<file path="src/rtl/tt_sweep_ctrl.sv">
// Truth-table sweep controller: drives all 8 vectors into a 3-input gate and captures its code.
// Define TT_SWEEP_ERRCNT_EN to add err_cnt, a saturating count of mismatching sweeps.
module tt_sweep_ctrl #(
   parameter int unsigned SETTLE = 2
) (
   input  logic       clk,
   input  logic       rst_n,
   input  logic       start,
   input  logic       abort,
   input  logic [7:0] expected,
   input  logic       gate_out,
   output logic       in1,
   output logic       in2,
   output logic       in3,
   output logic       busy,
   output logic       done,
   output logic [7:0] signature,
   output logic       pass
`ifdef TT_SWEEP_ERRCNT_EN
   ,
   output logic [7:0] err_cnt
`endif
);

   typedef enum logic [2:0] {
      S_IDLE,
      S_APPLY,
      S_SETTLE,
      S_SAMPLE,
      S_DONE
   } state_e;

   localparam logic [3:0] SET_LAST = (SETTLE == 0) ? 4'd0 : 4'(SETTLE - 1);

   state_e     state_q, state_d;
   logic [2:0] idx_q, idx_d;
   logic [3:0] cnt_q, cnt_d;
   logic [7:0] sig_q, sig_d;
   logic [7:0] exp_q, exp_d;
   logic       pass_q, pass_d;
   logic       done_q, done_d;
   logic       busy_q, busy_d;
   logic [2:0] vec_q, vec_d;
`ifdef TT_SWEEP_ERRCNT_EN
   logic [7:0] err_q, err_d;
`endif

   always_comb begin
      state_d = state_q;
      idx_d   = idx_q;
      cnt_d   = cnt_q;
      sig_d   = sig_q;
      exp_d   = exp_q;
      pass_d  = pass_q;
      done_d  = 1'b0;
      unique case (state_q)
         S_IDLE: begin
            if (start && !abort) begin
               exp_d   = expected;
               sig_d   = 8'h00;
               pass_d  = 1'b0;
               idx_d   = 3'd0;
               state_d = S_APPLY;
            end
         end
         S_APPLY: begin
            if (abort) begin
               pass_d  = 1'b0;
               state_d = S_IDLE;
            end else begin
               cnt_d   = 4'd0;
               state_d = (SETTLE > 0) ? S_SETTLE : S_SAMPLE;
            end
         end
         S_SETTLE: begin
            if (abort) begin
               pass_d  = 1'b0;
               state_d = S_IDLE;
            end else if (cnt_q == SET_LAST) begin
               state_d = S_SAMPLE;
            end else begin
               cnt_d = cnt_q + 4'd1;
            end
         end
         S_SAMPLE: begin
            if (abort) begin
               pass_d  = 1'b0;
               state_d = S_IDLE;
            end else begin
               sig_d[idx_q] = gate_out;
               if (idx_q == 3'd7) begin
                  // pass is resolved on entry so it is valid alongside done
                  pass_d  = (sig_d == exp_q);
                  done_d  = 1'b1;
                  state_d = S_DONE;
               end else begin
                  idx_d   = idx_q + 3'd1;
                  state_d = S_APPLY;
               end
            end
         end
         S_DONE:  state_d = S_IDLE;
         default: state_d = S_IDLE;
      endcase
      busy_d = (state_d != S_IDLE);
      vec_d  = 3'd0;
      if ((state_d == S_APPLY) || (state_d == S_SETTLE) ||
          (state_d == S_SAMPLE))
         vec_d = idx_d;
   end

`ifdef TT_SWEEP_ERRCNT_EN
   always_comb begin
      err_d = err_q;
      if (done_d && !pass_d && (err_q != 8'hFF))
         err_d = err_q + 8'd1;
   end
`endif

   always_ff @(posedge clk or negedge rst_n) begin
      if (!rst_n) begin
         state_q <= S_IDLE;
         idx_q   <= 3'd0;
         cnt_q   <= 4'd0;
         sig_q   <= 8'h00;
         exp_q   <= 8'h00;
         pass_q  <= 1'b0;
         done_q  <= 1'b0;
         busy_q  <= 1'b0;
         vec_q   <= 3'd0;
`ifdef TT_SWEEP_ERRCNT_EN
         err_q   <= 8'h00;
`endif
      end else begin
         state_q <= state_d;
         idx_q   <= idx_d;
         cnt_q   <= cnt_d;
         sig_q   <= sig_d;
         exp_q   <= exp_d;
         pass_q  <= pass_d;
         done_q  <= done_d;
         busy_q  <= busy_d;
         vec_q   <= vec_d;
`ifdef TT_SWEEP_ERRCNT_EN
         err_q   <= err_d;
`endif
      end
   end

   assign in1       = vec_q[2];
   assign in2       = vec_q[1];
   assign in3       = vec_q[0];
   assign busy      = busy_q;
   assign done      = done_q;
   assign signature = sig_q;
   assign pass      = pass_q;
`ifdef TT_SWEEP_ERRCNT_EN
   assign err_cnt   = err_q;
`endif

endmodule
</file>
<file path="config.mk">
export PLATFORM = sky130hd
export DESIGN_NAME = tt_sweep_ctrl
export DESIGN_NICKNAME = d
export VERILOG_FILES = /design/src/rtl/tt_sweep_ctrl.sv
export SDC_FILE = /design/constraint.sdc
export NUM_CORES = 1
export LEC_CHECK = 0
export BUFFER_PORTS_ARGS = -buffer_cell sky130_fd_sc_hd__buf_2
export CORE_MARGIN = 2
export CORE_UTILIZATION = 47
export DETAILED_ROUTE_END_ITERATION = 8
export HOLD_SLACK_MARGIN = 0.12
export MAX_ROUTING_LAYER = met4
export PLACE_DENSITY = 0.68
export SLEW_MARGIN = 20
export SYNTH_ARGS = -nofsm -noshare
export SYNTH_HDL_FRONTEND = slang
export SYNTH_SLANG_ARGS = --single-unit
</file>
<file path="constraint.sdc">
create_clock -name clk -period 3.8 [get_ports clk]
set_clock_uncertainty 0.15 [all_clocks]
set_input_delay 0.76 -clock clk [delete_from_list [all_inputs] [get_ports clk]]
set_output_delay 0.76 -clock clk [all_outputs]
set_load 0.05 [all_outputs]
</file>
Yosys cells after proc, flatten, opt, wreduce, memory -nomap -nowiden --
Index checks and enable logic that the tools add are counted. Widths: inputs -> output; s select.
Word-level totals: logic and storage cells 74, register bits after elaboration 32, input bits 13
Operators by class: add/subtract/negate cells 2, multiplexer cells 30, eq/ne operators 16, order comparisons 2, reductions and logical operators 15
Operators by type and width (count):
- $mux 3 | 9
- $mux 8 | 2
- $pmux 8 s2 | 1
- $eq 3x2->1 const B | 4
- $mux 4 | 3
- $pmux 3 s4 | 1
- $ne 2x2->1 const B | 5
- $bwmux 8 | 1
- $eq 8x8->1 | 1
- $mux 1 | 8
- $pmux 4 s2 | 1
- $reduce_and 4->1 | 2
- $eq 3x1->1 const B | 2
- $pmux 3 s2 | 1
- $reduce_bool 3->1 | 2
- $add 4x1->4 const B | 1
- $eq 4x1->1 const B | 1
- $lt 3x4->1 const B | 1
- $reduce_bool 2->1 | 2
- $add 3x1->3 const B | 1
- $demux 1 s3 | 1
- $eq 3x3->1 const B | 1
- $ge 3x1->1 const B | 1
- $logic_not 3->1 | 1
- other kinds (10) | 12

Depth between registers and ports, before layout --
Gate-level depths: netlist of run 1.
depth after elaboration 9, depth in mapped cells 7, depth with buffers taken out 7

Least setup slack after synthesis of run 1 --
OpenSTA, ideal clock, no wires.
path type input to register, from input port abort, to register cnt_q[0], setup time 0.127 ns, data arrival time 1.931 ns, slack 1.591 ns, stages 7, path buffers 2, cell sequence buf_4 > nor2_1 > and3_1 > buf_6 > nor3_2 > nand2_1 > mux2_1
On the way: cells in the longest elaborated chain, start to end 2, elaborated cells on any way between the ends 3, classes of those cells 2 x eq/ne; 1 x reduce/logical
Ends and longest elaborated chain:
- start: declaration | line 9 | input logic abort,
- $ne 2x2->1 (no source line)
- $reduce_and 4->1 (no source line) (*)
- end signal: assignment | line 137 | cnt_q <= cnt_d;
- end: declaration | line 37 | logic [3:0] cnt_q, cnt_d;
Every way passes the cells marked *; elsewhere a longest branch is shown, timed or not. A chain may end at the register's enable or synchronous reset.

Worst setup path after layout of run 1 --
Same ends and word-level chain as after synthesis.

==> impl_metrics.csv, run 1 <==
group,metric,value,unit
synth,synth.area.mux_share,0.05816,
place,portBuffers,26,
synth,synth_compound_area_frac,0.1672,
global_route,antenna_found_initial,0,
critical_path,worst-r2r-setup-slack,1480,ps
power_and_ir_drop,vdd_ir_drop_max,0.1949,mV
synth,yosysMostFrequentCell,"dfrtp_1",
die,ios,27,
global_route,grt_max_degree,33,
synth,synth_xor_xnor_area_share,0.02776,
power_and_ir_drop,pwr-share-comb,0.210,
synth,synthSimpleGateAreaFrac,0.2221,
critical_path,worst_path_max_delay_cell,"and3_1",
die,core_area,3943,µm²
place,dp_hpwl,2689,µm
clock_network,cts.hold.buffers_added,0,
critical_path,crit_fanout,16,
final_layout,syn_to_final_growth,8.857,%
power_and_ir_drop,power.density,438.7,nW/µm²
detailed_routing,vias_per_cell,5.563,
power_and_ir_drop,clock_power_share,0.298,
synth,ys_types,56,
final_layout,drive_gt1_frac,0.2322,
critical_path,crit_required,3820,ps
critical_path,worstPathCellList,"buf_2 -> nor2_1 -> and3_1 -> nor3_2 -> nand2_1 -> mux2_1",
detailed_routing,drc,0,
timing,tns,0,ps
synth,yosysTopAreaCellShare,0.4230,
global_route,overflow,0,
global_route,grt_pass1_wl,6313,µm
min_path,hold_class,"input port to async pin",
timing,finalSetupViolCount,0,
timing,rsz0062_at_grt,"false",
timing,max_freq,426.3,MHz
detailed_routing,vias,1452,
detailed_routing,drt-initial-drc-count,75,
detailed_routing,wl,3900,µm
timing,worst_slew_pin_slew,711.4,ps
final_layout,diodes,0,
critical_path,cp-end-kind,"register",
synth,async_flop_share,1.000,
critical_path,critPathKind,"input port to register",
final_layout,fin_util,0.5227,
power_and_ir_drop,swShare,0.3199,
timing,drv_slew,0,
synth,ys_seq_elements,32,
critical_path,cp-start-kind,"input port",
synth,yosysWarnings,0,
synth,synth.area.top_cells,"dfrtp_1 (42%), o21ai_0 (4.0%), mux2_2 (3.6%)",
synth,synth_fp_nets,207,
detailed_routing,antenna_left,0,
power_and_ir_drop,power.share.sequential,0.493,
detailed_routing,wl_per_cell,14.94,µm
timing,hold_viol_final,0,
critical_path,worst_ep_arrival_time,2360,ps
critical_path,critPathBufInv,1,
timing,post-route-min-period,2346,ps
synth,yosys.area.top_type,"dfrtp_1",
die,die_y,67.47,µm
clock_network,cts_tree,"built",
clock_network,clockBufferDepth,2,
flow_run,maxCapViolations,0,
clock_network,cts_setup_buffers,0,
synth,synth-adder-area-share,0.01983,
synth,syn-instance-count,191,
final_layout,nNetsFinal,226,
clock_network,cts_buffers,5,
synth,synthFlopType,"dfrtp_1",
die,die_area,4552,µm²
synth,syn_area_per_cell,9.911,µm²
synth,synth_top_family_by_area,"simple AND/OR/NAND/NOR gates",
timing,relSlewSlack,0.5257,
synth,yosys-top-cells-count,"dfrtp_1 (32), o21ai_0 (15), nor2_1 (13)",
power_and_ir_drop,power.leakage,0.9468,nW
detailed_routing,first_pass_iters,4,
place,place_inst,253,
critical_path,path_delay_family,"simple AND/OR/NAND/NOR gates",
die,rows,23,
synth,synth_edf_count,0,
die,chipWidth,67.47,µm
run_status,status,"finished clean",
place,gp_congestion,0.7964,
die,initial_utilization,0.4802,
power_and_ir_drop,p_int,0.6149,mW
critical_path,slowest_delay,620,ps
power_and_ir_drop,switchingPower,0.2892,mW
final_layout,finalNonFillerCells,261,
clock_network,insertion_delay,290,ps
clock_network,cts.sinks,32,
synth,synth-seq-area-share,0.4230,
global_route,grt_use_total,0.1973,
clock_network,cts-root-buf,"clkbuf_8",
clock_network,clk_pin_slew,70,ps
clock_network,htreeDepth,2,
timing,finalCritPeriodShare,0.6173,
synth,synth_area,1893,µm²
clock_network,cts_resized,0,
global_route,grt_pass1_vias,1298,
## power groups by stage
stage          clock (mW)  combinational [mW]  sequential, mW
3_3_place_gp            0               0.188           0.450
5_1_grt             0.295               0.210           0.453
3_5_place_dp            0               0.190           0.450
6_report            0.269               0.190           0.445
4_1_cts             0.279               0.190           0.444
2_1_floorplan           0               0.152           0.441
## layer usage
layer,GRT usage,wire length (µm)
met1,0.2758,2036
met2,0.2770,1656
met3,0.05000,141
met4,0.06888,65
met5,-,0
## flip-flops by register name (all words and copies together) (netlist names)
name and count:
done 1, signature 8, state_q 3, exp_q 8, cnt_q 4, busy 1, pass 1, idx_q 3
vec_q 3
## layout by cell type, fill, tap and decap left out, types with 3 or more instances in the layout
cell	netlist	layout
o22ai_1	4	4
mux2_2	6	6
xor2_1	4	4
dfrtp_1	32	32
nand2_1	12	12
inv_1	10	10
nor3b_1	7	7
nor2_1	13	13
buf_2	3	26
clkbuf_8	2	6
o21ai_0	15	15
nand3_1	4	4
nand3b_1	4	4
ha_1	3	3
nor3_1	3	3
a32oi_1	3	3
a21oi_1	9	9
## cell type report
class | instances | area (µm²)
clock buffer | 6 | 82.58
tap | 50 | 62.56
sequential | 32 | 800.8
inverter | 10 | 37.54
fill | 364 | 1882
timing repair buffer | 26 | 130.1
multi-input combinational | 135 | 937.1
clock inverter | 2 | 10.01
## kinds of logic after synthesis
group	after synthesis
simple gates	68
buf+inv	24
fa+ha+maj	3
compound gates	48
mux	10
flops	32
xor+xnor	6
## per-stage QoR
step	hold slack (ps)	instance area, µm²	total power [mW]	setup slack (ps)
after global placement	371.0	1968	0.6381	1231
final	365.3	2061	0.9041	1454
after global routing	411.6	2061	0.9579	1217
after CTS	383.7	2061	0.9134	1466
after detailed placement	389.9	1968	0.6394	1160
after floorplan	314.4	1893	0.5931	1591
## worst paths after layout
kind / start / endpoint / cells after the start
setup / recovery: abort / cnt_q[0] / 6
max in group asynchronous: rst_n / signature[5] / 1
setup reg to reg: idx_q[0] / cnt_q[0] / 5
hold reg to reg: signature[4] / signature[4] / 2
hold / removal: rst_n / cnt_q[2] / 1
min in group clk: signature[4] / signature[4] / 2
Note: power is estimated with default switching activity, not from simulation.
==> run 2: changes to the inputs <==
==> constraint.sdc (replaced) <==
create_clock -name clk -period 2.35 [get_ports clk]
set_clock_uncertainty 0.15 [all_clocks]
set_input_delay 0.47 -clock clk [delete_from_list [all_inputs] [get_ports clk]]
set_output_delay 0.47 -clock clk [all_outputs]
set_load 0.05 [all_outputs]
==> impl_metrics.csv, run 2 (synthesis gave the netlist of run 1 again) <==
group,metric,value,unit
global_route,use_met3,0.05167,
min_path,worstHoldStart,"expected[4]",
detailed_routing,first_pass_iters,4,
die,initial_utilization,0.4802,
timing,fin_hold_ws,234.8,ps
detailed_routing,antenna_left,0,
detailed_routing,drt-initial-drc-count,92,
die,ios,27,
final_layout,seq_area,800.8,µm²
clock_network,cts-root-buf,"clkbuf_8",
clock_network,clk_pin_slew,70,ps
die,die_area,4552,µm²
place,gp_congestion,0.8305,
detailed_routing,vias,1461,
critical_path,cp-start-kind,"register",
global_route,antenna_found_initial,0,
timing,max_freq,473.8,MHz
global_route,grt_use_total,0.2015,
die,chipWidth,67.47,µm
final_layout,diodes,0,
global_route,grtUsageMet1,0.2886,
timing,rsz0062_at_grt,"false",
power_and_ir_drop,vdd_ir_drop_max,0.2824,mV
clock_network,cts_resized,0,
global_route,met2_usage,0.2635,
global_route,grt_pass1_vias,1310,
timing,hold_viol_final,0,
timing,relSlewSlack,0.5346,
critical_path,worst_path_max_delay_cell,"dfrtp_1",
final_layout,n_fill_cell,357,
final_layout,drive_gt1_frac,0.2568,
die,die_y,67.47,µm
critical_path,crit_fanout,15,
clock_network,cts_tree,"built",
clock_network,cts.sinks,32,
power_and_ir_drop,power.leakage,0.9940,nW
timing,finalSetupViolCount,0,
critical_path,crit_required,2420,ps
critical_path,r2r-start,"idx_q[0]",
clock_network,insertion_delay,290,ps
die,core_area,3943,µm²
place,dp_hpwl,2825,µm
global_route,overflow,0,
critical_path,cp-end-kind,"register",
clock_network,cts.hold.buffers_added,1,
global_route,grt_max_degree,33,
power_and_ir_drop,power.density,694.2,nW/µm²
timing,worst_slew_pin_slew,698.0,ps
detailed_routing,wl,3941,µm
critical_path,worstPathCellList,"ha_1 -> nand2_1 -> nor2_1 -> o221ai_1 -> or3_1 -> o22ai_2",
flow_run,maxCapViolations,0,
min_path,hold_class,"input port to register",
final_layout,final_common_cell,"dfrtp_1",
critical_path,critPathKind,"register to register",
clock_network,htreeDepth,2,
critical_path,worst_ep_arrival_time,2180,ps
critical_path,slowest_delay,620,ps
clock_network,clockBufferDepth,2,
final_layout,nNetsFinal,237,
global_route,grt_pass1_wl,6451,µm
place,portBuffers,26,
clock_network,cts_setup_buffers,0,
timing,post-route-min-period,2110,ps
die,rows,23,
final_layout,final_cell_mix,"dfrtp_1 (32), buf_2 (26), o21ai_0 (15)",
timing,tns,0,ps
detailed_routing,vias_per_cell,5.371,
clock_network,cts_buffers,5,
global_route,busiest_layer,"met1",
final_layout,syn_to_final_growth,13.22,%
final_layout,multiInputGateArea,937.1,µm²
timing,drv_slew,0,
critical_path,path_delay_family,"simple AND/OR/NAND/NOR gates",
run_status,status,"finished clean",
critical_path,crit_start,"idx_q[0]",
detailed_routing,drc,0,
detailed_routing,wl_per_cell,14.49,µm
timing,finalCritPeriodShare,0.8981,
critical_path,critPathBufInv,0,
-- run 2: changes by cell type in the layout (fill, tap and decap cells not counted) --
cell / change
buf_4: +10
clkbuf_1: +2
clkinv_2: -2
dlygate4sd3_1: +1
-- run 2: metal layers --
| metal | up-vias | part of all wire |
|---|---|---|
| met5 | - | 0 |
| li1 | 747 | - |
| met4 | 0 | 0.017 |
| met2 | 28 | 0.41 |
| met3 | 6 | 0.043 |
| met1 | 680 | 0.53 |
-- run 2: final cells by class --
cell class | count | area share
Clock buffer | 8 | 0.04203
Inverter | 10 | 0.01751
Multi-Input combinational cell | 135 | 0.4372
Sequential cell | 32 | 0.3736
Tap cell | 50 | 0.02919
Timing Repair Buffer | 37 | 0.1004
-- run 2: worst register-to-register path, stage by stage, from the launching register on --
cell,delay (ps)
dfrtp_1,620
ha_1,340
nand2_1,110
nor2_1,190
o221ai_1,140
or3_1,380
o22ai_2,120
-- run 2: through the flow --
step                setup WS, ps  cell area [µm²]  instances  utilization  power, mW
global route               85.72             2143        272       0.5436      1.571
detailed placement         239.8             2043        263       0.5182      1.059
floorplan                  431.3             1893        191            -     0.9590
finish                     239.5             2143        272       0.5436      1.488
global placement           298.1             2043        263       0.5182      1.051
CTS                        238.1             2143        272       0.5436      1.501
-- run 2: worst paths after layout --
| kind | end | slack (ps) | cells after the start |
|---|---|---|---|
| max | pass | 240 | 6 |
| min | exp_q[4] | 230 | 3 |
| max reg2reg | pass | 240 | 6 |
| min reg2reg | signature[1] | 400 | 2 |
| max in group asynchronous | cnt_q[0] | 980 | 2 |
| min in group asynchronous | signature[3] | 600 | 2 |
-- run 2: report_power, final --
part | switching (mW) | internal (mW)
sequential | 0.0946 | 0.623
clock | 0.200 | 0.239
combinational | 0.173 | 0.158
total | 0.468 | 1.02
==> run 3: changes to the inputs <==
--- a/config.mk
+++ b/config.mk
@@ -11,7 +11,7 @@
 export DETAILED_ROUTE_END_ITERATION = 8
 export HOLD_SLACK_MARGIN = 0.12
 export MAX_ROUTING_LAYER = met4
-export PLACE_DENSITY = 0.68
+export PLACE_DENSITY = 0.72
 export SLEW_MARGIN = 20
 export SYNTH_ARGS = -nofsm -noshare
 export SYNTH_HDL_FRONTEND = slang
==> impl_metrics.csv, run 3 (synthesis gave the netlist of run 1 again) <==
group,metric,value,unit
global_route,antenna_found_initial,0,
power_and_ir_drop,power.density,688.5,nW/µm²
timing,finalCritPeriodShare,0.8941,
min_path,worstHoldStart,"expected[5]",
die,chipWidth,67.47,µm
critical_path,worst_path_max_delay_cell,"dfrtp_1",
global_route,grt_pass1_wl,6824,µm
timing,finalSetupViolCount,0,
die,initial_utilization,0.4802,
timing,post-route-min-period,2101,ps
timing,max_freq,475.9,MHz
timing,worst_slew_pin_slew,707.0,ps
timing,rsz0062_at_grt,"false",
place,portBuffers,26,
run_status,status,"finished clean",
final_layout,final_common_cell,"dfrtp_1",
flow_run,maxCapViolations,0,
final_layout,n_fill_cell,342,
clock_network,htreeDepth,2,
clock_network,clockBufferDepth,2,
final_layout,syn_to_final_growth,13.35,%
global_route,grt_max_degree,33,
power_and_ir_drop,vdd_ir_drop_max,0.4213,mV
global_route,overflow,0,
power_and_ir_drop,power.leakage,1.003,nW
critical_path,worstPathCellList,"nor2_1 -> and3_1 -> nor3_2 -> nand2_1 -> mux2_1",
die,die_area,4552,µm²
critical_path,crit_required,2360,ps
final_layout,drive_gt1_frac,0.2658,
critical_path,reg2reg_depth,5,
clock_network,cts.sinks,32,
critical_path,slowest_delay,500,ps
detailed_routing,vias,1520,
detailed_routing,drt-initial-drc-count,118,
final_layout,nNetsFinal,237,
min_path,hold_end,"exp_q[5]",
critical_path,critPathKind,"register to register",
detailed_routing,drc,0,
die,core_area,3943,µm²
die,die_y,67.47,µm
place,gp_congestion,0.8374,
clock_network,clk_pin_slew,70,ps
detailed_routing,wl_per_cell,14.90,µm
final_layout,finalNonFillerCells,272,
clock_network,cts_buffers,5,
clock_network,cts-root-buf,"clkbuf_8",
critical_path,r2r-start,"state_q[1]",
critical_path,worst_ep_arrival_time,2120,ps
clock_network,cts_tree,"built",
critical_path,r2r_end,"cnt_q[0]",
critical_path,cp-end-kind,"register",
timing,tns,0,ps
critical_path,cp-start-kind,"register",
critical_path,crit_fanout,10,
final_layout,diodes,0,
timing,relSlewSlack,0.5286,
clock_network,insertion_delay,280,ps
timing,drv_slew,0,
place,place_inst,263,
min_path,holdPathStages,3,
timing,hold_viol_final,0,
die,ios,27,
critical_path,path_delay_family,"simple AND/OR/NAND/NOR gates",
global_route,grt_use_total,0.2075,
global_route,grt_pass1_vias,1440,
clock_network,cts_setup_buffers,0,
detailed_routing,first_pass_iters,4,
min_path,hold_class,"input port to register",
timing,fin_hold_ws,236.5,ps
die,rows,23,
final_layout,final_cell_mix,"dfrtp_1 (32), buf_2 (26), o21ai_0 (15)",
detailed_routing,vias_per_cell,5.588,
critical_path,critPathBufInv,0,
clock_network,cts_resized,0,
detailed_routing,wl,4052,µm
place,dp_hpwl,2820,µm
detailed_routing,antenna_left,0,
critical_path,worst-r2r-setup-slack,250,ps
==> run 3: worst max path at each step <==
stage	start	endpoint	slack [ps]	cells after the start
5_1_grt	state_q[1]	cnt_q[0]	60	5
2_1_floorplan	abort	cnt_q[0]	430	7
4_1_cts	state_q[1]	cnt_q[0]	250	5
3_3_place_gp	abort	cnt_q[1]	190	6
3_5_place_dp	abort	cnt_q[0]	160	6
6_report	state_q[1]	cnt_q[0]	250	5
==> run 3: layout make-up <==
cell class,count,area [µm²],share of cell area
multi-input cells,135,937.1,0.4367
flip-flops and latches,32,800.8,0.3732
repair buffers,37,215.2,0.1003
clock buffers,6,82.58,0.03848
well taps,50,62.56,0.02915
inverters,10,37.54,0.01749
clock inverters,2,10.01,0.004665
==> run 3: report_power, final <==
| part | internal [mW] | switching, mW | leakage, nW |
|---|---|---|---|
| logic | 0.153 | 0.178 | 0.528 |
| registers | 0.623 | 0.0908 | 0.424 |
| clock network | 0.233 | 0.199 | 0.0510 |
==> run 3: through the flow <==
step	instance area [µm²]	setup WS (ps)	total power, mW	util
floorplan	1893	431.3	0.9590	-
global placement	2043	194.6	1.042	0.5182
detailed placement	2043	165.0	1.047	0.5182
CTS	2146	252.4	1.490	0.5443
global route	2146	62.22	1.572	0.5443
finish	2146	248.9	1.477	0.5443
==> run 3: tightest hold or removal path, stage by stage <==
cell and delay, ps:
buf_2 80, nand2_1 30, o21ai_0 50
==> run 3: timing repair <==
item / CTS / global route
hold buffers: 1 / 0
setup endpoints to repair: 0 / 0
endpoints found under the hold margin: 32 / 0
==> run 3: layer usage <==
metal / wire length (µm) / track usage
met5: 0 / -
met4: 40 / 0.07398
met3: 227 / 0.04167
met2: 1822 / 0.2978
met1: 1961 / 0.2907
